$ cat src/rtl/ps_header_extractor.sv
// +----------------------------------------------------------------------------+
// | ps_header_extractor: strips HWORDS header words per packet onto o_param    |
// | and passes the payload through with zero latency.                          |
// | Revision: 1.0                                                              |
// +----------------------------------------------------------------------------+
`default_nettype none

module ps_header_extractor #(
  parameter int DWIDTH = 8,
  parameter int HWORDS = 2
) (
  input  logic                     clk,
  input  logic                     reset,
  input  logic [DWIDTH-1:0]        i_dat,
  input  logic                     i_val,
  input  logic                     i_eop,
  output logic                     i_rdy,
  output logic [DWIDTH-1:0]        o_dat,
  output logic                     o_val,
  output logic                     o_eop,
  input  logic                     o_rdy,
  output logic [DWIDTH*HWORDS-1:0] o_param,
  output logic                     o_upd,
  output logic                     o_err
);

  localparam int PWIDTH = DWIDTH * HWORDS;
  localparam int CW     = (HWORDS > 1) ? $clog2(HWORDS) : 1;
  localparam logic [CW-1:0] C_LAST = CW'(HWORDS - 1);

  typedef enum logic [0:0] {
    ST_HEADER  = 1'b0,
    ST_PAYLOAD = 1'b1
  } state_t;

  state_t              r_state;
  logic [CW-1:0]       r_cnt;
  logic [PWIDTH-1:0]   r_shadow;
  logic [PWIDTH-1:0]   r_param;
  logic                r_upd;
  logic                r_err;
  logic [PWIDTH-1:0]   w_shadow_next;
  logic                w_payload;

  // Outputs are forced to the header-state view while reset is held.
  assign w_payload = (r_state == ST_PAYLOAD) && !reset;

  assign i_rdy   = w_payload ? o_rdy : 1'b1;
  assign o_dat   = i_dat;
  assign o_val   = w_payload && i_val;
  assign o_eop   = w_payload && i_eop;
  assign o_param = r_param;
  assign o_upd   = r_upd;
  assign o_err   = r_err;

  // Shadow value including the word currently presented, so the last
  // header word can be committed to o_param on the same edge.
  always_comb begin
    w_shadow_next = r_shadow;
    w_shadow_next[r_cnt*DWIDTH +: DWIDTH] = i_dat;
  end

  always_ff @(posedge clk) begin
    if (reset) begin
      r_state  <= ST_HEADER;
      r_cnt    <= '0;
      r_shadow <= '0;
      r_param  <= '0;
      r_upd    <= 1'b0;
      r_err    <= 1'b0;
    end else begin
      r_upd <= 1'b0;
      r_err <= 1'b0;
      case (r_state)
        ST_HEADER: begin
          if (i_val) begin
            r_shadow <= w_shadow_next;
            if (i_eop) begin
              r_err <= 1'b1;
              r_cnt <= '0;
            end else if (r_cnt == C_LAST) begin
              r_param <= w_shadow_next;
              r_upd   <= 1'b1;
              r_state <= ST_PAYLOAD;
              r_cnt   <= '0;
            end else begin
              r_cnt <= r_cnt + CW'(1);
            end
          end
        end
        ST_PAYLOAD: begin
          if (i_val && o_rdy && i_eop) begin
            r_state <= ST_HEADER;
          end
        end
        default: r_state <= ST_HEADER;
      endcase
    end
  end

endmodule

`default_nettype wire

$ cat config.mk
export PLATFORM = sky130hd
export DESIGN_NAME = ps_header_extractor
export DESIGN_NICKNAME = d
export VERILOG_FILES = /design/src/rtl/ps_header_extractor.sv
export SDC_FILE = /design/constraint.sdc
export NUM_CORES = 1
export LEC_CHECK = 0
export ABC_CLOCK_PERIOD_IN_PS = 3600
export BUFFER_PORTS_ARGS = -buffer_cell sky130_fd_sc_hd__buf_4
export CAP_MARGIN = 20
export CORE_MARGIN = 4
export CORE_UTILIZATION = 51
export CTS_CLUSTER_SIZE = 20
export DETAILED_ROUTE_END_ITERATION = 8
export HOLD_SLACK_MARGIN = 0.05
export PLACE_DENSITY = 0.82
export REMOVE_ABC_BUFFERS = 1
export SETUP_SLACK_MARGIN = 0.1
export SYNTH_ARGS = -nofsm -noshare
export SYNTH_HDL_FRONTEND = slang
export SYNTH_SLANG_ARGS = --single-unit
$ cat constraint.sdc
create_clock -name clk -period 3.6 [get_ports clk]
set_input_delay 0.36 -clock clk [delete_from_list [all_inputs] [get_ports clk]]
set_output_delay 0.36 -clock clk [all_outputs]
set_load 0.05 [all_outputs]
Word-level counts from Yosys, hierarchy flattened
Cells that the tools add are included.
- ROM bits: 0
- memories: 0
- output and inout port bits: 29
- memory bits (writable): 0
- bits in latches: 0
- input bits: 13
- register bits: 36
- muxes and demuxes: 10
- div/mod/pow operators: 0
- $add $sub $neg: 2
- equality and inequality tests: 0
- magnitude comparators: 0
- reduce and logical (&&, ||, !) cells: 10
- bitwise operators: 3
- shift operators: 2
- $mul: 0
- operator list (operator ; number):
    $neg A4 Y34 ; 1
    $shift A8 B34 Y16 const A ; 1
    $shiftx A8 B34 Y16 ; 1
    $bwmux W16 ; 1
    $mux W1 ; 8
    $logic_and A1 B1 Y1 ; 5
    $reduce_and A4 Y1 ; 1
    $not A1 Y1 ; 3
    $reduce_or A3 Y1 ; 1
    $pmux W1 S2 ; 1
    $reduce_and A2 Y1 ; 1
    $reduce_or A2 Y1 ; 1
    $add A1 B1 Y1 const B ; 1
    $logic_not A1 Y1 ; 1

Depth between registers and ports, before layout
- depth in word-level cells: 4
- gate-level depth with buffers: 6
- gate-level depth less buffers: 3

Worst setup path after synthesis
Ideal clock, no wire load.
- kind: input port to output port
- start: in reset
- end: out o_eop
- stages on the path: 3
- path slack: 2158 ps
- data arrival time: 1082 ps
- path through: buf_2 nor2b_1 and2_1
- cells in the longest elaborated chain, start to end: 3
- RTL lines (item ; RTL line ; RTL):
    start: declaration ; 13 ; input logic reset,
    $logic_not A1 Y1 ; 46 ; assign w_payload = (r_state == ST_PAYLOAD) && !reset;
    $logic_and A1 B1 Y1 ; 46 ;
    $logic_and A1 B1 Y1 ; 51 ; assign o_eop = w_payload && i_eop;
    end: declaration ; 20 ; output logic o_eop,
Every way passes these cells.

Final worst setup path
- start: reg r_state
- end: out o_eop
- cells in the longest elaborated chain, start to end: 2
- RTL lines (item ; RTL line ; RTL):
    start: declaration ; 36 ; state_t r_state;
    start signal: assignment ; 65 ; r_state <= ST_HEADER;
    start signal: assignment ; 84 ; r_state <= ST_PAYLOAD;
    start signal: assignment ; 93 ; r_state <= ST_HEADER;
    $logic_and A1 B1 Y1 ; 46 ;
    $logic_and A1 B1 Y1 ; 51 ;
Every way passes these cells.

==> results.md <==
Floorplan:
- The core footprint is 2210 sq um.
- The die outline width is 56.1 um.
- The die covers 3140 sq um.
- The initial utilization of the core area, before any placement, comes to 53.3%.
- The die height is 56.1 um.
- The boundary pin count is 42.
- The floorplan has 17 rows.

Min path:
- The type of the worst min-delay path is in2reg.
- The cell depth of the worst hold path is 3.

Power and ir drop:
- The clock network burns 23.1% of the power.
- In this run the power density over the cells is 383 nW/um^2.
- The analysis attributes to cell leakage a power of 0.575 nW.
- The net switching power of the design is 0.000147 W.
- Per report_power, the sequential group accounts for 60.9% of the total.
- The internal power of the cells totals 0.000388 W.
- The worst voltage drop across the vdd grid is 0.000274 V.
- The relative contribution of combinational cells to total power is 16.0%.
- The fraction of power spent switching nets is 27.5%.

Logic synthesis:
- Summed over its instances, the top area cell type makes up 47.6% of the synthesized netlist area.
- The sequential cell area fraction in the yosys report is 47.6%.
- Yosys attributes the largest share of cell area to dfxtp_1, nand2_1, a21oi_2, a21oi_1, buf_4.
- The mean area per synthesized cell is 8.54 sq um.
- The commonest cells after synthesis are nand2_1, dfxtp_1, a21oi_1, a21oi_2, buf_4.
- The post-synthesis cell area is 1180 sq um.
- The library cell with the highest instance count after synthesis is nand2_1.
- The register bit count reported by yosys is 28.
- The share of async-settable or async-resettable flops after synthesis is 0%.
- After synthesis, the netlist uses 22 different library cells.
- The cell count after synthesis is 138.
- The count of flip-flops with a built-in enable after synthesis is 0.
- The synthesized design spends more area on one cell type than any other, namely dfxtp_1.
- The top flip-flop cell by instance count after synthesis is dfxtp_1.
- The Yosys step of the flow raised 0 warnings.

Final layout:
- Summing all non-filler instances in the final layout gives an area of 1400 sq um.
- The repair_antennas step left the layout with diodes totalling 0.
- After the last flow step, the layout net total stands at 177.
- From synthesis to final layout, the design area changed by 18.6%.
- The count of placed standard cells in the final layout, fillers left out is 190.
- The post-route netlist has 35.2% of its cells at a drive strength greater than 1.

Place:
- The number of placed instances, taps included, is 187.
- The setup slack at placement is 1.94 ns.
- The number of port buffers is 41.
- The post-placement cell area is 1380 sq um.
- At the end of routability-driven placement, the weighted congestion stood at 0.705.
- The estimated wirelength of the detail-placed design is 1720 um.

Setup path:
- Across all register-to-register paths, the minimum setup slack is 2.00 ns.
- The maximum cell stage delay along the critical path is 0.47 ns.
- Among all stages on the critical path, the largest delay is contributed by dfxtp_1.
- The logic depth of the worst register-to-register path is 3.
- The data arrival time of the worst path is 1.35 ns.
- STA classifies the critical path startpoint as a flop.
- The worst setup path is captured at an output pin.
- The critical path is of the reg2out type.
- Along the worst path, the maximum fanout reaches 8.
- The critical path goes through nor2b_1 -> and2_1 -> buf_4.
- The critical path required time is 3.24 ns.

Clock tree:
- The number of setup buffers added after CTS is 0.
- The number of gates resized after CTS was 0.
- CTS placed an instance of clkbuf_4 at the clock tree root.
- The clock transition at the register clock pins on the worst setup and hold paths after CTS is 0.14 ns.
- The number of hold buffers added after CTS is 0.
- The number of buffers created by CTS is 3.
- TritonCTS built the clock tree.
- At the later pin of the worst-skew pair, clock insertion delay measures 0.32 ns.
- In this run the number of H-tree levels came out at 1.
- The number of buffers between clock root and the deepest sink is 2.
- Counting every sink on the clock net gives 28.

Job:
- Across the run, the number of max-cap violations was 0.

STA:
- The aggregate negative setup slack is 0 ns.
- The worst setup skew after layout is 0.0109 ns.
- The share of the clock period used by the worst path after layout is 47.6%.
- The minimum clock period is 1.71 ns.
- Across all hold checks on the routed design, the worst slack comes to 0.278 ns.
- The final setup violation count is 0.
- At the pin with the least slew margin, the transition time is 0.745 ns.
- Based on the critical path, the design can be clocked at up to 584 MHz.
- The final worst slack is 1.89 ns.
- Setup repair after global routing left no endpoint under its margin.
- The number of pins exceeding their max-slew limit in the final report was 0.
- The total count of hold-check failures in the final report is 0.
- Headroom to the max-slew limit came out at 50.0%.

Outcome:
- The run finished with clean final reports.

Route:
- The number of detailed-route iterations in the first pass is 4.
- Dividing the detail-routed via count by the number of cells gives 4.89.
- The wire length per cell after detailed routing is 12.1 um.
- Summed over all layers, the routed wires come to 2300 um.
- The detailed router finished its first iteration with 9 violations.
- Across all layers, the routed design uses 929 vias.
- The number of DRC violations after detailed routing is 0.
- The count of nets left with antenna violations once routing finished came out at 0.

Global route:
- The via count of the first global-routing pass is 836.
- Global routing consumed, over all layers together, 14.7% of the routing resources.
- The first global-routing pass estimated 3840 um of wire.
- The pin count of the biggest net entering global routing is 30.
- After global routing the overflow that remains totals 0.
- The number of antenna violations at the first check in global routing is 0.
==> per-layer routing <==
metal / global-route usage (%) / vias to the layer above / part of all wire (%)
met2: 24.5 / 29 / 49
li1: - / 481 / -
met3: 4.18 / 0 / 6.8
met4: 3.05 / 0 / 0
met5: 0 / - / 0
met1: 18.9 / 419 / 44
==> cell usage in the layout, fill, tap and decap left out <==
cell type	n
mux2i_1	1
nor3b_2	1
a2bb2oi_1	1
a21oi_2	10
and2_1	2
a21oi_1	15
nor2b_1	1
dfxtp_1	28
and3b_1	1
and2b_1	1
nor2_1	4
nand2_1	47
nand4bb_1	1
clkbuf_4	3
and4bb_1	1
buf_4	41
nand2b_1	1
nand2_2	2
or3b_1	1
==> state kept, by name, indices dropped and copies added (netlist names) <==
| signal | flops |
|---|---|
| r_cnt | 1 |
| o_param | 16 |
| o_err | 1 |
| r_state | 1 |
| r_shadow | 8 |
| o_upd | 1 |
==> worst max-delay path: cells and delay by family (launching register included) <==
kind,cells,cell delay (ns)
buf+inv,1,0.19
flops,1,0.47
simple gates,2,0.38
==> worst paths after layout <==
| kind | start | endpoint |
|---|---|---|
| min reg2reg | r_shadow[1]$_SDFFE_PP0P_ | o_param[1]$_SDFFE_PP0P_ |
| max | r_state$_SDFF_PP0_ | o_eop |
| min | i_dat[3] | r_shadow[3]$_SDFFE_PP0P_ |
| max reg2reg | r_cnt$_SDFFE_PP0P_ | o_param[10]$_SDFFE_PP0P_ |
==> cells by family after synthesis <==
| family | share of synthesized area (%) |
|---|---|
| DFF | 47.6 |
| buffers and inverters | 12.4 |
| muxes | 0.849 |
| AOI/OAI and AO/OA | 14.5 |
| and+or+nand+nor | 24.6 |
==> power by group through the flow <==
stage / Combinational, W / Sequential, W / Clock, W
final: 0.0000857 / 0.000326 / 0.000124
after global routing: 0.0000928 / 0.000327 / 0.000140
after CTS: 0.0000864 / 0.000326 / 0.000127
after detailed placement: 0.0000863 / 0.000333 / 0
after global placement: 0.0000852 / 0.000332 / 0
after floorplan: 0.0000238 / 0.000341 / 0
==> per-stage QoR <==
| step | utilization, % | total power [W] |
|---|---|---|
| 6_report | 63.2 | 0.000536 |
| 5_1_grt | 63.2 | 0.000561 |
| 3_3_place_gp | 62.2 | 0.000417 |
| 3_5_place_dp | 62.2 | 0.000419 |
| 2_1_floorplan | - | 0.000365 |
| 4_1_cts | 63.2 | 0.000539 |
==> area by class of cell <==
class                           count  area [sq um]
Fill cell                         189           815
Sequential cell                    28           561
Multi-Input combinational cell     90           472
Timing Repair Buffer               41           308
Tap cell                           28          35.0
Clock buffer                        3          22.5
(Power assumes the default switching activity.)
